--- src/rtl/lud_ctrl_pkg.sv ---
// Shared definitions for the LUD control-word sequencer: FSM states, instruction field offsets, idle control value.
// Latency: n/a (types and constants only).
// Backpressure: n/a.
package lud_ctrl_pkg;

  typedef enum logic [1:0] {
    IDLE  = 2'd0,
    PRIME = 2'd1,
    RUN   = 2'd2,
    DONE  = 2'd3
  } seq_state_t;

  // Instruction layout, LSB first: last flag, hold count, control word.
  localparam int LAST_BIT             = 0;
  localparam int REPEAT_LSB           = 1;
  localparam int DEFAULT_REPEAT_WIDTH = 8;

  // Control field offset for an arbitrary hold-count width.
  function automatic int ctrl_lsb(input int repeat_width);
    return REPEAT_LSB + repeat_width;
  endfunction

  // Control field offset for the default hold-count width.
  localparam int CTRL_LSB = REPEAT_LSB + DEFAULT_REPEAT_WIDTH;

  // Idle control word is all-zero: no BRAM writes, all selects 0.
  localparam logic CTRL_IDLE_BIT = 1'b0;

endpackage

--- src/rtl/ctrl_prefetch_buf.sv ---
// One-entry next-word buffer with a bypass from the program memory read port.
// Latency: 0 cycles on bypass (in_dat straight to out_dat), 1 cycle when the word is parked.
// Backpressure: none internally; the caller only issues a read when nxt_vld_next says the slot is free.
module ctrl_prefetch_buf #(
  parameter int WORD_WIDTH = 69
) (
  input  logic                  clk,
  input  logic                  rst,
  input  logic                  flush,
  input  logic                  in_vld,
  input  logic [WORD_WIDTH-1:0] in_dat,
  input  logic                  take,
  output logic [WORD_WIDTH-1:0] out_dat,
  output logic                  nxt_vld_next
);

  logic                  nxt_vld;
  logic [WORD_WIDTH-1:0] nxt_dat;
  logic                  bypass;
  logic                  wr;

  // Bypass when the consumer takes a word while the slot is empty; otherwise park arriving data.
  always_comb begin
    bypass       = take & ~nxt_vld;
    wr           = in_vld & ~bypass & ~flush;
    nxt_vld_next = ~flush & (wr | (nxt_vld & ~take));
    out_dat      = nxt_vld ? nxt_dat : in_dat;
  end

  // Slot storage.
  always_ff @(posedge clk) begin
    if (rst) begin
      nxt_vld <= 1'b0;
      nxt_dat <= '0;
    end else begin
      nxt_vld <= nxt_vld_next;
      if (wr) begin
        nxt_dat <= in_dat;
      end
    end
  end

endmodule

--- src/rtl/ctrl_word_sequencer.sv ---
// Plays a program of control words from program memory onto CTRL_Signal, each held repeat+1 cycles, back-to-back.
// Latency: start in cycle 0, first word on CTRL_Signal in cycle 2, done pulse the cycle after the last word.
// Backpressure: none; reads are issued only when the prefetch slot is free. Optional SEQ_CYCLE_CNT_EN adds cycle_count.
module ctrl_word_sequencer
  import lud_ctrl_pkg::*;
#(
  parameter int CTRL_WIDTH      = 60,
  parameter int PROG_ADDR_WIDTH = 10,
  parameter int REPEAT_WIDTH    = 8
) (
  input  logic                                CLK_100,
  input  logic                                RST,
  input  logic                                start,
  input  logic [PROG_ADDR_WIDTH-1:0]          start_addr,
  input  logic                                abort,
  output logic                                prog_en,
  output logic [PROG_ADDR_WIDTH-1:0]          prog_addr,
  input  logic [CTRL_WIDTH+REPEAT_WIDTH:0]    prog_dout,
`ifdef SEQ_CYCLE_CNT_EN
  output logic [31:0]                         cycle_count,
`endif
  output logic [CTRL_WIDTH-1:0]               CTRL_Signal,
  output logic                                busy,
  output logic                                done
);

  localparam int INSTR_W  = CTRL_WIDTH + REPEAT_WIDTH + 1;
  localparam int CTRL_OFS = ctrl_lsb(REPEAT_WIDTH);

  seq_state_t                 state, state_n;
  logic [PROG_ADDR_WIDTH-1:0] pc;
  logic [REPEAT_WIDTH-1:0]    hold_cnt;
  logic [CTRL_WIDTH-1:0]      cur_ctrl;
  logic                       cur_last;
  logic                       inflight;
  logic                       last_seen;

  logic                       accept;
  logic                       take;
  logic                       flush;
  logic                       issue;
  logic                       in_vld;
  logic                       last_seen_n;
  logic                       word_end;
  logic                       busy_c;
  logic                       done_c;
  logic [CTRL_WIDTH-1:0]      ctrl_c;
  logic [INSTR_W-1:0]         nxt_word;
  logic                       nxt_vld_next;

  ctrl_prefetch_buf #(
    .WORD_WIDTH (INSTR_W)
  ) u_prefetch (
    .clk          (CLK_100),
    .rst          (RST),
    .flush        (flush),
    .in_vld       (in_vld),
    .in_dat       (prog_dout),
    .take         (take),
    .out_dat      (nxt_word),
    .nxt_vld_next (nxt_vld_next)
  );

  // Next state, word hand-off and status; returning data is dropped once the last word has been captured.
  always_comb begin
    state_n     = state;
    accept      = 1'b0;
    take        = 1'b0;
    flush       = 1'b0;
    busy_c      = 1'b0;
    done_c      = 1'b0;
    ctrl_c      = {CTRL_WIDTH{CTRL_IDLE_BIT}};
    in_vld      = inflight & ~last_seen;
    last_seen_n = last_seen | (in_vld & prog_dout[LAST_BIT]);
    word_end    = (hold_cnt == '0);
    case (state)
      IDLE: begin
        if (start) begin
          accept  = 1'b1;
          state_n = PRIME;
        end
      end
      PRIME: begin
        busy_c = 1'b1;
        if (abort) begin
          flush   = 1'b1;
          state_n = IDLE;
        end else begin
          take    = 1'b1;
          state_n = RUN;
        end
      end
      RUN: begin
        busy_c = 1'b1;
        ctrl_c = cur_ctrl;
        if (abort) begin
          flush   = 1'b1;
          state_n = IDLE;
        end else if (word_end) begin
          if (cur_last) begin
            flush   = 1'b1;
            state_n = DONE;
          end else begin
            take = 1'b1;
          end
        end
      end
      DONE: begin
        done_c  = 1'b1;
        state_n = IDLE;
      end
      default: state_n = IDLE;
    endcase
  end

  // Prefetch read: only while running, before the last word is seen, and when the slot will be free on return.
  always_comb begin
    issue = 1'b0;
    if ((state == PRIME || state == RUN) && !abort && !RST &&
        state_n != DONE && !last_seen_n && !nxt_vld_next) begin
      issue = 1'b1;
    end
  end

  // Outputs are forced quiet while reset is asserted, even if start is high.
  always_comb begin
    prog_en     = ~RST & (accept | issue);
    prog_addr   = '0;
    if (!RST && accept) begin
      prog_addr = start_addr;
    end else if (!RST && issue) begin
      prog_addr = pc;
    end
    CTRL_Signal = RST ? {CTRL_WIDTH{CTRL_IDLE_BIT}} : ctrl_c;
    busy        = ~RST & busy_c;
    done        = ~RST & done_c;
  end

  // FSM state, program counter, current word and hold counter.
  always_ff @(posedge CLK_100) begin
    if (RST) begin
      state     <= IDLE;
      pc        <= '0;
      hold_cnt  <= '0;
      cur_ctrl  <= '0;
      cur_last  <= 1'b0;
      inflight  <= 1'b0;
      last_seen <= 1'b0;
    end else begin
      state    <= state_n;
      inflight <= accept | issue;
      if (accept) begin
        pc        <= start_addr + 1'b1;
        last_seen <= 1'b0;
      end else begin
        last_seen <= last_seen_n;
        if (issue) begin
          pc <= pc + 1'b1;
        end
      end
      if (take) begin
        cur_ctrl <= nxt_word[CTRL_OFS +: CTRL_WIDTH];
        hold_cnt <= nxt_word[REPEAT_LSB +: REPEAT_WIDTH];
        cur_last <= nxt_word[LAST_BIT];
      end else if (state == RUN && !word_end) begin
        hold_cnt <= hold_cnt - 1'b1;
      end
    end
  end

`ifdef SEQ_CYCLE_CNT_EN
  // Busy-cycle counter: cleared on an accepted start, saturating, held after done or abort.
  always_ff @(posedge CLK_100) begin
    if (RST) begin
      cycle_count <= '0;
    end else if (accept) begin
      cycle_count <= '0;
    end else if (busy_c && cycle_count != 32'hFFFF_FFFF) begin
      cycle_count <= cycle_count + 32'd1;
    end
  end
`endif

endmodule

--- config.mk ---
export PLATFORM = sky130hd
export DESIGN_NAME = ctrl_word_sequencer
export DESIGN_NICKNAME = d
export VERILOG_FILES = /design/src/rtl/lud_ctrl_pkg.sv /design/src/rtl/ctrl_prefetch_buf.sv /design/src/rtl/ctrl_word_sequencer.sv
export SDC_FILE = /design/constraint.sdc
export NUM_CORES = 1
export LEC_CHECK = 0
export ABC_AREA = 0
export BUFFER_PORTS_ARGS = -buffer_cell sky130_fd_sc_hd__buf_2
export CAP_MARGIN = 20
export CORE_ASPECT_RATIO = 0.9
export CORE_MARGIN = 4
export CORE_UTILIZATION = 40
export CTS_CLUSTER_SIZE = 20
export DETAILED_ROUTE_END_ITERATION = 7
export GPL_TIMING_DRIVEN = 0
export PLACE_DENSITY = 0.7
export SETUP_SLACK_MARGIN = 0.1
export SLEW_MARGIN = 30
export SYNTH_ARGS = -nofsm -noshare
export SYNTH_HDL_FRONTEND = slang
export SYNTH_SLANG_ARGS = --single-unit
--- constraint.sdc ---
create_clock -name CLK_100 -period 6.83 [get_ports CLK_100]
set_clock_uncertainty 0.05 [all_clocks]
set_input_delay 1.0245 -clock CLK_100 [delete_from_list [all_inputs] [get_ports CLK_100]]
set_output_delay 1.0245 -clock CLK_100 [all_outputs]
set_load 0.01 [all_outputs]
==> Implementation_results.wiki <==
{| class="wikitable"
! Metric !! Value
|-
| Count of standard-cell rows || 46
|-
| Initial antenna violation count || 4
|-
| Final global-route overflow total || 0
|-
| Synth Flop Type || sky130_fd_sc_hd__dfxtp_1
|-
| Longest Clk Path Bufs || 2
|-
| Post-Synthesis Cell Area || 7270 um^2
|-
| Post-synthesis register bit count || 153
|-
| Global Route Usage Sum || 0.196
|-
| Fraction of layout cells with a size suffix above 1 || 0.187
|-
| Worst-path fanout max || 10
|-
| Class of the tightest hold or removal check || reg2reg
|-
| Average vias per placed instance || 5.15
|-
| Synthesized area per cell || 8.25 um^2
|-
| Power Dens Cells || 378 nW/um^2
|-
| Final core utilization || 0.504
|-
| Max stage delay on crit path || 0.56 ns
|-
| Starting density of the core || 0.410
|-
| Core Area || 17700 um^2
|-
| Number of flops mapped to enable cells by yosys || 0
|-
| Reported leakage power || 3.45 nW
|-
| Endpoints failing setup || 0
|-
| WL per Instance || 15.4 um
|-
| Vias || 6733
|-
| Status || finished, final reports clean
|-
| Clock tree from TritonCTS || built
|-
| Reg-to-reg setup timing slack || 3.46 ns
|-
| Slowest stage cell on the critical path || sky130_fd_sc_hd__or4_4
|-
| Reg-to-reg critical path startpoint || state[1]
|-
| Share of synthesized registers carrying an async set or reset || 0
|-
| Setup repair after global routing missed its margin || no
|-
| Endpoint, Worst Hold || u_prefetch.nxt_dat[20]
|-
| CP delay by family, top || simple AND/OR/NAND/NOR gates
|-
| Die boundary width || 150 um
|-
| Fill cells || 1791
|-
| Multi-input logic area || 3870 um^2
|-
| Half-perimeter wire length after detailed placement || 14500 um
|-
| Most used standard cell by instance count after synthesis || sky130_fd_sc_hd__nand2_1
|-
| Clock latency at the later pin of the worst-skew pair || 0.42 ns
|-
| Sequential cell area || 3060 um^2
|-
| Die outline height || 136 um
|-
| Number of CTS-inserted buffers || 17
|-
| Destination of the worst register-to-register timing path || pc[8]
|-
| Sum of negative setup slack || 0 ns
|-
| Number of distinct library cell variants in the gate-level netlist after synthesis || 50
|-
| Residual DRC count || 0
|-
| Number of nets still failing antenna checks after routing || 0
|-
| Buffers inserted during post-CTS setup optimization || 0
|-
| Initial DRC count || 462
|-
| Highest clock rate || 241 MHz
|-
| Kind of capture point of the worst setup path || output pin
|-
| Total wire length after detailed routing || 20100 um
|-
| Wire length of the first global-routing pass || 31800 um
|-
| Final cycle utilization of the critical path || 0.608
|-
| Cts repair resizes || 0
|-
| Final min period || 4.15 ns
|-
| Most area-hungry cell type in the Yosys netlist || sky130_fd_sc_hd__dfxtp_1
|-
| Top post-synthesis cells by count || sky130_fd_sc_hd__nand2_1 (159), sky130_fd_sc_hd__dfxtp_1 (153), sky130_fd_sc_hd__a211oi_1 (78), sky130_fd_sc_hd__a21oi_1 (78), sky130_fd_sc_hd__nor2_1 (75)
|-
| Detailed Routing Iterations Pass 1 || 5
|-
| Synth Net Count || 972
|-
| Synthesis-to-layout area growth || 22.9%
|-
| Arrival time of the worst setup path || 3.08 ns
|-
| CP Data Required Time || 5.76 ns
|-
| Number of input and output port buffers inserted || 154
|-
| Fraction of the yosys area taken by sequential cells || 0.421
|-
| Final instance area || 8940 um^2
|-
| Clock Root Buffer || sky130_fd_sc_hd__clkbuf_16
|-
| Die Outline Area || 20400 um^2
|-
| Top cells by area, synth || sky130_fd_sc_hd__dfxtp_1 (42%), sky130_fd_sc_hd__mux2i_1 (9.2%), sky130_fd_sc_hd__nand2_1 (8.2%)
|-
| Worst slew margin relative to its limit || 0.422
|-
| Final Max Tran Viols || 0
|-
| Register-to-Register Path Depth || 11
|-
| Number of maximum-capacitance violations || 0
|-
| Ordered cell list for the critical path || inv_1 > ha_1 > or4b_4 > or4_4 > o211ai_4 > nand2_4 > clkbuf_1 > o32ai_1 > buf_2
|-
| Startpoint Class || register
|-
| Worst-Margin Slew || 0.867 ns
|-
| Top cell type's share of synthesized area || 0.421
|-
| Cell count after synthesis || 881
|-
| Number of hold violations in the final report || 0
|-
| TritonCTS sink count || 153
|-
| Number of buffer and inverter stages on the critical path || 3
|-
| Number of instances on the worst hold path || 2
|-
| Path type of the worst setup path || reg2out
|-
| Clk pin slew, worst setup/hold paths || 0.06 ns
|-
| Hold Startpoint || u_prefetch.nxt_dat[20]
|-
| Net count of the finished layout || 1145
|-
| Maximum number of pins on one net before global-route repair || 17
|-
| Vias in the first global route || 6217
|-
| Maximum ir drop on the vdd rail || 0.000222 V
|-
| Post-cts hold buffer count || 0
|-
| Global placement routability congestion || 0.907
|-
| WHS || 0.403 ns
|-
| Number of H-tree levels || 4
|-
| Post-detailed-placement cell area || 8340 um^2
|-
| Total of warnings raised by yosys || 0
|-
| I/O pins || 156
|}
[worst max-delay path by stage]
stage,slack (ns),to,from,depth (start not counted)
final,2.68,prog_addr[1],hold_cnt[0],9
after global routing,2.51,prog_addr[0],hold_cnt[0],9
after CTS,2.66,prog_addr[1],hold_cnt[0],9
after detailed placement,2.92,prog_addr[1],abort,8
after global placement,2.89,prog_addr[1],abort,8
after floorplan,3.39,prog_addr[2],abort,6
[layout make-up]
type                    instances  share of cell area
well taps                     240              0.0336
clock buffers                  19              0.0496
clock inverters                12              0.0169
inverters                      15             0.00630
multi-input cells             641               0.433
diodes                          1            0.000280
plain buffers                  72              0.0316
flip-flops and latches        153               0.343
repair buffers                154              0.0863
[layer usage]
metal	part of all wire	up-vias	global-route usage
li1	-	3389	-
met1	0.48	3146	0.272
met2	0.45	172	0.306
met3	0.059	20	0.0480
met4	0.011	6	0.0544
met5	0.0018	-	0
[state kept, by name (all words and copies together), names as in the netlist]
register and count:
pc 10, hold_cnt 8, u_prefetch.nxt_vld 1, cur_ctrl 60
cur_last 1, u_prefetch.nxt_dat 69, last_seen 1, state 2
inflight 1
[cells in the final DEF (no fill, tap or decap), drive strengths merged, types with 3 or more instances in the layout]
cell / n
buf: 166
nand2: 160
dfxtp: 153
clkbuf: 79
a21oi: 78
a211oi: 78
nor2: 75
mux2i: 67
and2: 63
inv: 15
o21ai: 14
xnor2: 12
nand4: 11
nand3: 9
o32ai: 8
xor2: 8
ha: 8
clkinv: 7
nor2b: 6
or3: 5
nor3: 4
nand3b: 3
o21a: 3
bufinv: 3
o211ai: 3
[cells by family after synthesis]
kind of cell / Yosys count / share of synthesized area
multiplexers: 68 / 0.0938
flip-flops: 153 / 0.421
AO/OA/AOI/OAI: 198 / 0.180
adder cells (fa/ha/maj): 9 / 0.0151
AND/OR/NAND/NOR: 346 / 0.219
buffers and inverters: 87 / 0.0467
XOR/XNOR: 20 / 0.0241
[report_power, final]
| group | switching (W) | total (W) | internal (W) | leakage, nW |
|---|---|---|---|---|
| Sequential | 0.000127 | 0.00123 | 0.00110 | 1.24 |
| Combinational | 0.000743 | 0.00120 | 0.000460 | 1.91 |
| Clock | 0.000369 | 0.000950 | 0.000581 | 0.289 |
| Total | 0.00124 | 0.00338 | 0.00214 | 3.45 |
[worst register-to-register path: stages (launching register included)]
cell and delay (ns):
sky130_fd_sc_hd__dfxtp_1 0.41, sky130_fd_sc_hd__inv_1 0.12, sky130_fd_sc_hd__ha_1 0.31, sky130_fd_sc_hd__nand2_1 0.15, sky130_fd_sc_hd__clkbuf_1 0.41, sky130_fd_sc_hd__buf_1 0.44
sky130_fd_sc_hd__nand2_1 0.13, sky130_fd_sc_hd__o21ai_0 0.10, sky130_fd_sc_hd__ha_1 0.33, sky130_fd_sc_hd__nand4_1 0.22, sky130_fd_sc_hd__or3_1 0.37, sky130_fd_sc_hd__a311oi_1 0.24
[stage by stage]
stage | instances | total power [W] | setup WS, ns
after floorplan | 881 | 0.00211 | 3.39
after global placement | 1275 | 0.00241 | 2.89
after detailed placement | 1275 | 0.00244 | 2.92
after CTS | 1306 | 0.00339 | 2.66
after global routing | 1307 | 0.00360 | 2.51
final | 1307 | 0.00338 | 2.68
Note: power is estimated with default switching activity, not from simulation.
